File: config.mk
export PLATFORM = sky130hd
export DESIGN_NAME = hazard_stall_controller
export DESIGN_NICKNAME = d
export VERILOG_FILES = /design/src/rtl/hazard_pkg.sv /design/src/rtl/hazard_stall_controller_mdu_stall_fsm.sv /design/src/rtl/hazard_stall_controller.sv
export SDC_FILE = /design/constraint.sdc
export NUM_CORES = 1
export LEC_CHECK = 0
export BUFFER_PORTS_ARGS = -buffer_cell sky130_fd_sc_hd__buf_2
export CAP_MARGIN = 20
export CORE_UTILIZATION = 25
export CTS_BUF_LIST = sky130_fd_sc_hd__clkbuf_16
export DETAILED_ROUTE_END_ITERATION = 10
export PLACE_DENSITY = 0.57
export REMOVE_ABC_BUFFERS = 1
export SLEW_MARGIN = 10
export SYNTH_ARGS = -nofsm -noshare
export SYNTH_HDL_FRONTEND = slang
export SYNTH_HIERARCHICAL = 1
export SYNTH_SLANG_ARGS = --single-unit
File: constraint.sdc
create_clock -name clk -period 1.7 [get_ports clk]
set_input_delay 0.17 -clock clk [delete_from_list [all_inputs] [get_ports clk]]
set_output_delay 0.17 -clock clk [all_outputs]
set_load 0.01 [all_outputs]
File: src/rtl/hazard_pkg.sv
// Shared types and constants for the pipeline hazard/stall controller.
package hazard_pkg;

  typedef enum logic [1:0] {
    RUN      = 2'd0,
    MDU_WAIT = 2'd1,
    MDU_LAST = 2'd2
  } state_t;

  localparam int REG_ADDR_W_DEF = 5;
  localparam int REG_ZERO       = 0;

  // Legal MDU occupancy; the 4-bit down-counter holds at most MDU_LAT-2.
  localparam int MDU_LAT_MIN = 2;
  localparam int MDU_LAT_MAX = 16;

endpackage

File: src/rtl/hazard_stall_controller_mdu_stall_fsm.sv
// MDU occupancy sequencer: freezes upstream for MDU_LAT-1 cycles, then flags the final EX cycle.
module mdu_stall_fsm
  import hazard_pkg::*;
#(
  parameter int MDU_LAT = 4
) (
  input  logic clk,
  input  logic reset,
  input  logic mduStart,
  output logic mduStall,
  output logic MduDone
);

  localparam logic [3:0] CNT_LOAD = 4'(MDU_LAT - 2);

  generate
    if (MDU_LAT < MDU_LAT_MIN || MDU_LAT > MDU_LAT_MAX) begin : gBadLat
      $error("mdu_stall_fsm: MDU_LAT out of range 2..16");
    end
  endgenerate

  state_t     state_r;
  logic [3:0] cnt_r;
  logic       mduDone_r;

  // State, counter and the registered final-cycle flag
  always_ff @(posedge clk or posedge reset) begin
    if (reset) begin
      state_r   <= RUN;
      cnt_r     <= 4'd0;
      mduDone_r <= 1'b0;
    end else begin
      mduDone_r <= 1'b0;
      case (state_r)
        RUN: begin
          if (mduStart) begin
            cnt_r <= CNT_LOAD;
            if (CNT_LOAD == 4'd0) begin
              state_r   <= MDU_LAST;
              mduDone_r <= 1'b1;
            end else begin
              state_r <= MDU_WAIT;
            end
          end
        end
        MDU_WAIT: begin
          cnt_r <= cnt_r - 4'd1;
          if (cnt_r == 4'd1) begin
            state_r   <= MDU_LAST;
            mduDone_r <= 1'b1;
          end
        end
        MDU_LAST: begin
          // The op occupying EX is the one that started this run; its start flag is ignored here.
          state_r <= RUN;
        end
        default: begin
          state_r <= RUN;
          cnt_r   <= 4'd0;
        end
      endcase
    end
  end

  // Stall is combinational on the start flag so the first MDU cycle freezes upstream immediately
  always_comb begin
    mduStall = 1'b0;
    if (state_r == MDU_WAIT) begin
      mduStall = 1'b1;
    end else if (state_r == RUN) begin
      mduStall = mduStart;
    end else begin
      mduStall = 1'b0;
    end
  end

  assign MduDone = mduDone_r;

endmodule

File: src/rtl/hazard_stall_controller.sv
// Pipeline hazard/stall controller: load-use, branch-in-ID, taken-branch flush and MDU occupancy.
// Optional perf counters enabled by defining HAZARD_PERF_CNT_EN.
module hazard_stall_controller
  import hazard_pkg::*;
#(
  parameter int REG_ADDR_W = REG_ADDR_W_DEF,
  parameter int MDU_LAT    = 4
) (
  input  logic                  clk,
  input  logic                  reset,
  input  logic [REG_ADDR_W-1:0] IF_ID_RegisterRs,
  input  logic [REG_ADDR_W-1:0] IF_ID_RegisterRt,
  input  logic                  IF_ID_UsesRt,
  input  logic                  IF_ID_Branch,
  input  logic                  ID_BranchTaken,
  input  logic                  ID_EX_RegWrite,
  input  logic                  ID_EX_MemRead,
  input  logic [REG_ADDR_W-1:0] ID_EX_RegisterDst,
  input  logic                  ID_EX_MduStart,
  input  logic                  EX_MEM_MemRead,
  input  logic [REG_ADDR_W-1:0] EX_MEM_RegisterDst,
  output logic                  PCWrite,
  output logic                  IF_ID_Write,
  output logic                  IF_ID_Flush,
  output logic                  ID_EX_Bubble,
  output logic                  ID_EX_Hold,
  output logic                  EX_MEM_Bubble,
  output logic                  MduDone,
  output logic [15:0]           StallCycles,
  output logic [15:0]           FlushCount
);

  function automatic logic regMatch(input logic [REG_ADDR_W-1:0] d,
                                    input logic [REG_ADDR_W-1:0] rs,
                                    input logic [REG_ADDR_W-1:0] rt,
                                    input logic                  usesRt);
    return (d != REG_ADDR_W'(REG_ZERO)) && ((d == rs) || (usesRt && (d == rt)));
  endfunction

  logic mduStall_s;
  logic loadUse_s;
  logic brStall_s;
  logic dataStall_s;
  logic flush_s;

  mdu_stall_fsm #(
    .MDU_LAT (MDU_LAT)
  ) uMduFsm (
    .clk      (clk),
    .reset    (reset),
    .mduStart (ID_EX_MduStart),
    .mduStall (mduStall_s),
    .MduDone  (MduDone)
  );

  // Hazard detection; MDU stall outranks data stall, which outranks flush
  always_comb begin
    loadUse_s = ID_EX_MemRead &&
                regMatch(ID_EX_RegisterDst, IF_ID_RegisterRs, IF_ID_RegisterRt, IF_ID_UsesRt);
    brStall_s = IF_ID_Branch &&
                ((ID_EX_RegWrite &&
                  regMatch(ID_EX_RegisterDst, IF_ID_RegisterRs, IF_ID_RegisterRt, IF_ID_UsesRt)) ||
                 (EX_MEM_MemRead &&
                  regMatch(EX_MEM_RegisterDst, IF_ID_RegisterRs, IF_ID_RegisterRt, IF_ID_UsesRt)));
    dataStall_s = !mduStall_s && (loadUse_s || brStall_s);
    flush_s     = !mduStall_s && !dataStall_s && ID_BranchTaken;
  end

  // Pipeline control outputs
  always_comb begin
    PCWrite       = 1'b1;
    IF_ID_Write   = 1'b1;
    IF_ID_Flush   = 1'b0;
    ID_EX_Bubble  = 1'b0;
    ID_EX_Hold    = 1'b0;
    EX_MEM_Bubble = 1'b0;
    if (reset) begin
      PCWrite       = 1'b0;
      IF_ID_Write   = 1'b0;
      ID_EX_Bubble  = 1'b1;
      EX_MEM_Bubble = 1'b1;
    end else if (mduStall_s) begin
      PCWrite       = 1'b0;
      IF_ID_Write   = 1'b0;
      ID_EX_Hold    = 1'b1;
      EX_MEM_Bubble = 1'b1;
    end else if (dataStall_s) begin
      PCWrite      = 1'b0;
      IF_ID_Write  = 1'b0;
      ID_EX_Bubble = 1'b1;
    end else if (flush_s) begin
      IF_ID_Flush = 1'b1;
      PCWrite     = 1'b1;
    end else begin
      PCWrite     = 1'b1;
      IF_ID_Write = 1'b1;
    end
  end

`ifdef HAZARD_PERF_CNT_EN
  logic [15:0] stallCycles_r;
  logic [15:0] flushCount_r;

  // Saturating stall/flush event counters
  always_ff @(posedge clk or posedge reset) begin
    if (reset) begin
      stallCycles_r <= 16'd0;
      flushCount_r  <= 16'd0;
    end else begin
      if ((mduStall_s || dataStall_s) && (stallCycles_r != 16'hFFFF)) begin
        stallCycles_r <= stallCycles_r + 16'd1;
      end
      if (flush_s && (flushCount_r != 16'hFFFF)) begin
        flushCount_r <= flushCount_r + 16'd1;
      end
    end
  end

  assign StallCycles = stallCycles_r;
  assign FlushCount  = flushCount_r;
`else
  assign StallCycles = 16'd0;
  assign FlushCount  = 16'd0;
`endif

endmodule
# --- After elaboration in Yosys (flattened, before gate mapping) ---
# Cells that the tools add are included.
classes:
  mux: 22
  n_eq_ne: 9
  n_bitwise: 1
  reduce_logical: 22
  multipliers: 0
  n_addsub: 1
  magnitude_cmp: 0
  div_mod_pow: 0
  shift: 0
op_table:
  columns: ["op", "n"]
  rows:
  - ["$eq A5 B5 Y1", 4]
  - ["$mux W1", 17]
  - ["$pmux W4 S3", 1]
  - ["$logic_and A1 B1 Y1", 11]
  - ["$reduce_bool A5 Y1", 2]
  - ["$eq A4 B1 Y1 const B", 1]
  - ["$logic_or A1 B1 Y1", 4]
  - ["$mux W2", 2]
  - ["$mux W4", 1]
  - ["$pmux W2 S2", 1]
  - ["$reduce_and A2 Y1", 2]
  - ["$sub A4 B1 Y4 const B", 1]
  - ["$eq A2 B1 Y1 const B", 1]
  - ["$eq A2 B2 Y1 const B", 1]
  - ["$logic_not A1 Y1", 2]
  - ["$logic_not A2 Y1", 1]
  - ["$ne A2 B1 Y1 const B", 1]
  - ["$ne A2 B2 Y1 const B", 1]
  - ["$not A1 Y1", 1]
totals:
  mem_bits_ro: 0
  reg_bits: 7
  input_bits: 29
  mem_bits_rw: 0
  latch_bits: 0
  n_memories: 0

# --- Longest topological paths before layout ---
# Gate-level depths: netlist of the first run.
logic_depth:
  word_depth: 16
  depth_mapped: 6

# --- Cells and area by module ---
# The synthesis of the first run kept the hierarchy.
modules_own_cells:
  columns: ["mod", "cells_per_inst", "n_inst", "area_each_um2"]
  rows:
  - ["hazard_stall_controller", 74, 1, 555.5]
  - ["mdu_stall_fsm", 35, 1, 360.3]

# --- Worst setup path after synthesis of the first run ---
# No wires, ideal clock.
synth_timing:
  path_kind: "input to output"
  from: "input port ID_EX_RegisterDst[4]"
  to: "output port PCWrite"
  arrival_time_ps: 1371
  slack_ps: 159
  path_stages: 6
  path_buffers: 1
  required_time_ps: 1530
  path_cell_list: "xor2_1 -> nor4_2 -> a32oi_1 -> o32a_1 -> and2_1 -> buf_4"
synth_via:
  elab_chain_len: 12
  elab_cells_between_ends: 15
synth_rtl:
  columns: ["element", "line_no", "source"]
  rows:
  - ["from (decl)", "hazard_stall_controller.sv:18", "input logic [REG_ADDR_W-1:0] ID_EX_RegisterDst,"]
  - ["$eq A5 B5 Y1", "hazard_stall_controller.sv:37", "return (d != REG_ADDR_W'(REG_ZERO)) && ((d == rs) || (usesRt && (d == rt)));"]
  - ["$logic_and A1 B1 Y1", "hazard_stall_controller.sv:37", null]
  - ["$logic_or A1 B1 Y1", "hazard_stall_controller.sv:37", null]
  - ["$logic_and A1 B1 Y1 (*)", "hazard_stall_controller.sv:37", null]
  - ["$logic_and A1 B1 Y1", "hazard_stall_controller.sv:61", "((ID_EX_RegWrite &&"]
  - ["$logic_or A1 B1 Y1", "hazard_stall_controller.sv:62", "regMatch(ID_EX_RegisterDst, IF_ID_RegisterRs, IF_ID_RegisterRt, IF_ID_UsesRt)) ||"]
  - ["$logic_and A1 B1 Y1", "hazard_stall_controller.sv:60", "brStall_s = IF_ID_Branch &&"]
  - ["$logic_or A1 B1 Y1 (*)", "hazard_stall_controller.sv:65", "dataStall_s = !mduStall_s && (loadUse_s || brStall_s);"]
  - ["$logic_and A1 B1 Y1 (*)", "hazard_stall_controller.sv:65", null]
  - ["$mux W1 (*) (3 in series)", null, null]
  - ["to (decl)", "hazard_stall_controller.sv:22", "output logic PCWrite,"]
# Mark *: on every way between the ends. The rest lies on a longest branch, timed or not.

# --- Worst setup path in the final report of the first run ---
layout_timing:
  from: "input port IF_ID_RegisterRt[2]"
  to: "output port IF_ID_Flush"
layout_via:
  elab_chain_len: 16
  elab_cells_between_ends: 22
layout_rtl:
  columns: ["element", "line_no", "source"]
  rows:
  - ["from (decl)", "hazard_stall_controller.sv:12", "input logic [REG_ADDR_W-1:0] IF_ID_RegisterRt,"]
  - ["$eq A5 B5 Y1", "hazard_stall_controller.sv:37", null]
  - ["$logic_and A1 B1 Y1", "hazard_stall_controller.sv:37", null]
  - ["$logic_or A1 B1 Y1", "hazard_stall_controller.sv:37", null]
  - ["$logic_and A1 B1 Y1", "hazard_stall_controller.sv:37", null]
  - ["$logic_and A1 B1 Y1 (on tied branches)", "hazard_stall_controller.sv:61, hazard_stall_controller.sv:63", null]
  - ["$logic_or A1 B1 Y1", "hazard_stall_controller.sv:62", null]
  - ["$logic_and A1 B1 Y1", "hazard_stall_controller.sv:60", null]
  - ["$logic_or A1 B1 Y1 (*)", "hazard_stall_controller.sv:65", null]
  - ["$logic_and A1 B1 Y1 (*)", "hazard_stall_controller.sv:65", null]
  - ["$logic_not A1 Y1", "hazard_stall_controller.sv:66", "flush_s = !mduStall_s && !dataStall_s && ID_BranchTaken;"]
  - ["$logic_and A1 B1 Y1 (2 in series)", "hazard_stall_controller.sv:66", null]
  - ["$mux W1", "hazard_stall_controller.sv:91", "end else if (flush_s) begin"]
  - ["$mux W1 (*)", "hazard_stall_controller.sv:87", "end else if (dataStall_s) begin"]
  - ["$mux W1 (*)", "hazard_stall_controller.sv:82", "end else if (mduStall_s) begin"]
  - ["$mux W1 (*)", "hazard_stall_controller.sv:77", "if (reset) begin"]
  - ["to (decl)", "hazard_stall_controller.sv:24", "output logic IF_ID_Flush,"]
# Marks and branches as above.

==> results of run 1 <==
==> state kept, by name, summed over array words and instances (netlist names) <==
signal           cells
uMduFsm/state_r      2
uMduFsm/MduDone      1
uMduFsm/cnt_r        4
==> final timing paths <==
check / from / end / slack, ns / depth (start not counted)
setup / recovery: IF_ID_RegisterRt[2] / IF_ID_Flush / 0.05 / 7
hold / removal: ID_EX_MduStart / uMduFsm/cnt_r[1] / 0.26 / 3
setup reg to reg: uMduFsm/cnt_r[0] / uMduFsm/cnt_r[1] / 0.60 / 4
hold reg to reg: uMduFsm/state_r[1] / uMduFsm/state_r[0] / 0.57 / 1
max in group asynchronous: reset / uMduFsm/cnt_r[2] / 1.03 / 3
min in group asynchronous: reset / uMduFsm/state_r[0] / 0.46 / 3
==> timing repair <==
item | in CTS | in global routing
pin swaps | 1 | 6
cloned | 0 | 0
endpoints found under the hold margin | 7 | 0
endpoints found under the setup margin | 4 | 3
hold buffers | 1 | 0
gates resized for setup | 0 | 13
==> where the power goes <==
part | switching, mW | leakage [nW] | internal (mW)
Sequential | 0.0901 | 0.0861 | 0.241
Clock | 0.0870 | 0.0423 | 0.306
Combinational | 0.247 | 0.478 | 0.266
==> per-stage QoR <==
step	cells	utilization	power [mW]	area, sq um
6_report	195	0.344	1.24	1180
5_1_grt	195	0.344	1.32	1180
4_1_cts	195	0.328	1.22	1120
3_5_place_dp	190	0.302	0.820	1030
3_3_place_gp	190	0.302	0.810	1030
2_1_floorplan	106	-	0.668	777
==> Yosys cell counts, drive strengths merged (2+ instances only) <==
cell | count | area (sq um)
buf | 34 | 255
xor2 | 18 | 158
nor2 | 8 | 30.0
dfrtp | 7 | 175
inv | 4 | 15.0
nand2 | 4 | 15.0
nor3 | 4 | 25.0
xnor2 | 4 | 35.0
a21oi | 2 | 10.0
a32oi | 2 | 17.5
and2b | 2 | 15.0
ha | 2 | 25.0
nand2b | 2 | 15.0
nor4 | 2 | 18.8
o22ai | 2 | 18.8
or4 | 2 | 15.0
==> layout make-up <==
type / instances / area [sq um]
Clock inverter: 1 / 3.75
Multi-Input combinational cell: 95 / 607
Inverter: 4 / 15.0
Timing Repair Buffer: 39 / 243
Sequential cell: 7 / 175
Fill cell: 384 / 2240
Clock buffer: 3 / 75.1
Tap cell: 46 / 57.6
==> logic make-up after synthesis <==
logic type                 after synthesis  synth area share
other                                    1           0.00409
buffers and inverters                   38             0.295
AOI/OAI and AO/OA                       11            0.0915
xor gates and xnor gates                22             0.210
adders and majority gates                2            0.0273
DFF                                      7             0.191
and+or+nand+nor                         28             0.180
==> worst max-delay path, cell delays in order <==
cell	delay, ns
buf_8	0.10
xor2_2	0.16
nor4_2	0.26
a32oi_1	0.12
o32a_1	0.37
and3_1	0.16
buf_2	0.13
==> layer usage <==
metal / share of wire / track usage / vias to the layer above
met5: 0 / 0 / -
met4: 0.013 / 0.0349 / 0
met3: 0.086 / 0.0274 / 2
met2: 0.49 / 0.129 / 41
met1: 0.41 / 0.107 / 332
li1: - / - / 370
==> run summary, run 1 <==
Cells after synthesis: 109
Final setup fails: 0
CP endpoint kind: output port
Vias post-DR: 745
Setup_tns: 0 ns
Core footprint: 0.00342 sq mm
Num Clock Sinks: 7
Sequential-to-total area share from yosys stat: 0.191
CP arrival: 1.48 ns
Share of post-route cells with drive strength above 1: 0.329
RSZ-0062 raised after global routing: yes
Leakage Power: 0.607 nW
Power Density: 1050 mW/mm^2
Hold slack: 0.256 ns
First-pass GRT wire length: 2.66 mm
Critical Path Source Type: input pin
Status: finished, final reports clean
Clk_skew: 0.000458 ns
Final net count: 181
Total wire length: 1.76 mm
Rows: 21
1st-iter DRT viols: 24
Port Buf Inserts: 35
Routed wire per std cell: 9.02 um
Initial Utilization: 0.268
Area Growth Syn to Fin: 28.4%
Post-synth ARST share: 1.00
Die area: 0.00391 sq mm
Total congestion overflow: 0
Hold Crit Class: input pin to flop
Synth Warn #: 6
Post-DP HPWL: 1.49 mm
H-tree Lvls: 1
Final WS setup: 0.0487 ns
Vias per Instance: 3.82
Fin. Hold Viols: 0
CTS clk-pin slew, worst paths: 0.04 ns
Post-synth cell types: 30
Total track usage: 0.0840
Max Fclk: 0.606 GHz
Worst vdd ir: 0.561 mV
Routed Antenna Nets: 0
# DRC: 0
Syn_area_per_cell: 8.40 sq um
Skew-Pair Late Insertion Delay: 0.23 ns
Die width: 62.5 um
Crit path max fanout: 3
Minimum clock period: 1.65 ns
Antenna diodes: 0
CTS root buffer: clkbuf_16
GP Congestion: 0.746
Inserted Clock Buffers: 3
Largest net degree at the start of global routing: 10
Die H: 62.5 um
Max Cap Viol: 0
Most used DFF post-synth: dfrtp_1
Critical Path RT: 1.53 ns
Post-synth EDFFs: 0
Max clock buf depth: 2
Postcts setup bufs: 0
Dpl ws: -0.00896 ns
Synth Register Bits: 7
Final slew viol count: 0
CTS tree: yes
Final Cycle Share: 0.971
Initial antenna violation count: 0
Most frequent cells in the layout: conb_1, buf_2, xor2_1, nor2_1, dfrtp_1
Post-Syn Area: 916 sq um
Vias in the first global route: 638
DR pass1 iterations: 4
Commonest non-fill, non-tap cell in the layout: conb_1
I/O pins: 68
CP Class: input pin to output port
Power figures use the tool's default switching activity.
==> inputs of run 2 (changes only) <==
--- a/config.mk
+++ b/config.mk
@@ -10,7 +10,7 @@
 export CORE_UTILIZATION = 25
 export CTS_BUF_LIST = sky130_fd_sc_hd__clkbuf_16
 export DETAILED_ROUTE_END_ITERATION = 10
-export PLACE_DENSITY = 0.57
+export PLACE_DENSITY = 0.63
 export REMOVE_ABC_BUFFERS = 1
 export SLEW_MARGIN = 10
 export SYNTH_ARGS = -nofsm -noshare
==> run summary, run 2 (synthesis results as in run 1) <==
Status: finished, final reports clean
R2R depth: 3
# DRC: 0
Port Buf Inserts: 35
Die width: 62.5 um
Final net count: 182
Most frequent cells in the layout: conb_1, buf_2, xor2_1, nor2_1, dfrtp_1
Worst vdd ir: 0.448 mV
CTS tree: yes
RSZ-0062 raised after global routing: yes
Crit path max fanout: 3
Max clock buf depth: 2
Final WS setup: 0.0268 ns
Routed Antenna Nets: 0
Worst reg-to-reg setup slack: 0.58 ns
Max Cap Viol: 0
I/O pins: 68
H-tree Lvls: 1
Antenna diodes: 0
Num Clock Sinks: 7
Inserted Clock Buffers: 3
CTS root buffer: clkbuf_16
Hold path startpoint: ID_EX_MduStart
GP Congestion: 0.834
Total congestion overflow: 0
Skew-Pair Late Insertion Delay: 0.23 ns
Area Growth Syn to Fin: 28.1%
Total wire length: 1.80 mm
Hold Crit Class: input pin to flop
Clk_skew: 0.00182 ns
Die area: 0.00391 sq mm
DR pass1 iterations: 4
CP endpoint kind: output port
Initial Utilization: 0.268
1st-iter DRT viols: 29
Area of the multi-input gates: 606 sq um
Final slew viol count: 0
Final Cycle Share: 0.984
Max reg flops: 4
Minimum clock period: 1.67 ns
Critical Path Source Type: input pin
FF-to-FF End: uMduFsm/MduDone
Post-DP HPWL: 1.51 mm
Commonest non-fill, non-tap cell in the layout: conb_1
Fin. Hold Viols: 0
Routed wire per std cell: 9.19 um
CTS clk-pin slew, worst paths: 0.04 ns
CP arrival: 1.50 ns
Vias per Instance: 3.76
Share of post-route cells with drive strength above 1: 0.347
FF/Latch Area: 176 sq um
Power Density: 1050 mW/mm^2
First-pass GRT wire length: 2.77 mm
Dpl ws: -0.00968 ns
R2r startpoint: uMduFsm/cnt_r[0]
WHS Path Cells: 3
Largest net degree at the start of global routing: 10
Vias in the first global route: 675
Initial antenna violation count: 0
Final setup fails: 0
Die H: 62.5 um
Vias post-DR: 736
Rows: 21
Destination of the worst hold path: uMduFsm/cnt_r[1]
Setup_tns: 0 ns
Total track usage: 0.0874
CP Class: input pin to output port
Largest Register: uMduFsm/cnt_r
Max Fclk: 0.598 GHz
Critical Path RT: 1.53 ns
Leakage Power: 0.607 nW
Core footprint: 0.00342 sq mm
# fillers: 372
[run 2: how the worst max path moves through the flow]
stage                              start           end
finish              ID_EX_RegisterDst[4]   IF_ID_Flush
global route        ID_EX_RegisterDst[4]  ID_EX_Bubble
CTS                 ID_EX_RegisterDst[4]   IF_ID_Write
detailed placement  ID_EX_RegisterDst[4]   IF_ID_Flush
global placement    ID_EX_RegisterDst[4]  ID_EX_Bubble
floorplan           ID_EX_RegisterDst[4]  ID_EX_Bubble
[run 2: power breakdown]
group | switching, mW | internal (mW) | leakage, nW
Combinational | 0.246 | 0.266 | 0.479
Sequential | 0.0887 | 0.243 | 0.0855
Clock | 0.0878 | 0.306 | 0.0423
[run 2: what timing repair did]
action | in CTS | in global routing
setup endpoints to repair | 3 | 4
hold buffers | 1 | 0
endpoints found under the hold margin | 7 | 0
gates resized for setup | 0 | 12
buffers inserted | 0 | 0
cloned | 0 | 0
pin swaps | 1 | 5
[run 2: per-layer routing]
metal,vias to the layer above,GRT usage,wire length [um]
li1,375,-,-
met1,328,0.108,733
met2,31,0.144,941
met3,2,0.0219,107
met4,0,0.0349,20
met5,-,0,0
[run 2: worst max-delay path, stage by stage]
cell	delay, ns
buf_4	0.12
buf_4	0.13
or4_4	0.51
nor2_2	0.12
o32a_1	0.18
and3_1	0.15
buf_2	0.12
[run 2: area by class of cell]
type                       count  share of cell area
clock buffer                   3              0.0640
sequential                     7               0.150
tap                           46              0.0490
multi-input combinational     95               0.516
clock inverter                 1             0.00320
timing repair buffer          40               0.205
inverter                       4              0.0128
[run 2: stage by stage]
step / hold WS, ns / instances / power, mW / cell area [sq um] / util
after floorplan: -0.0266 / 106 / 0.668 / 777 / -
after global placement: 0.156 / 191 / 0.808 / 1040 / 0.304
after detailed placement: 0.158 / 191 / 0.819 / 1040 / 0.304
after CTS: 0.256 / 196 / 1.23 / 1130 / 0.330
after global routing: 0.284 / 196 / 1.33 / 1170 / 0.344
final: 0.253 / 196 / 1.24 / 1170 / 0.344
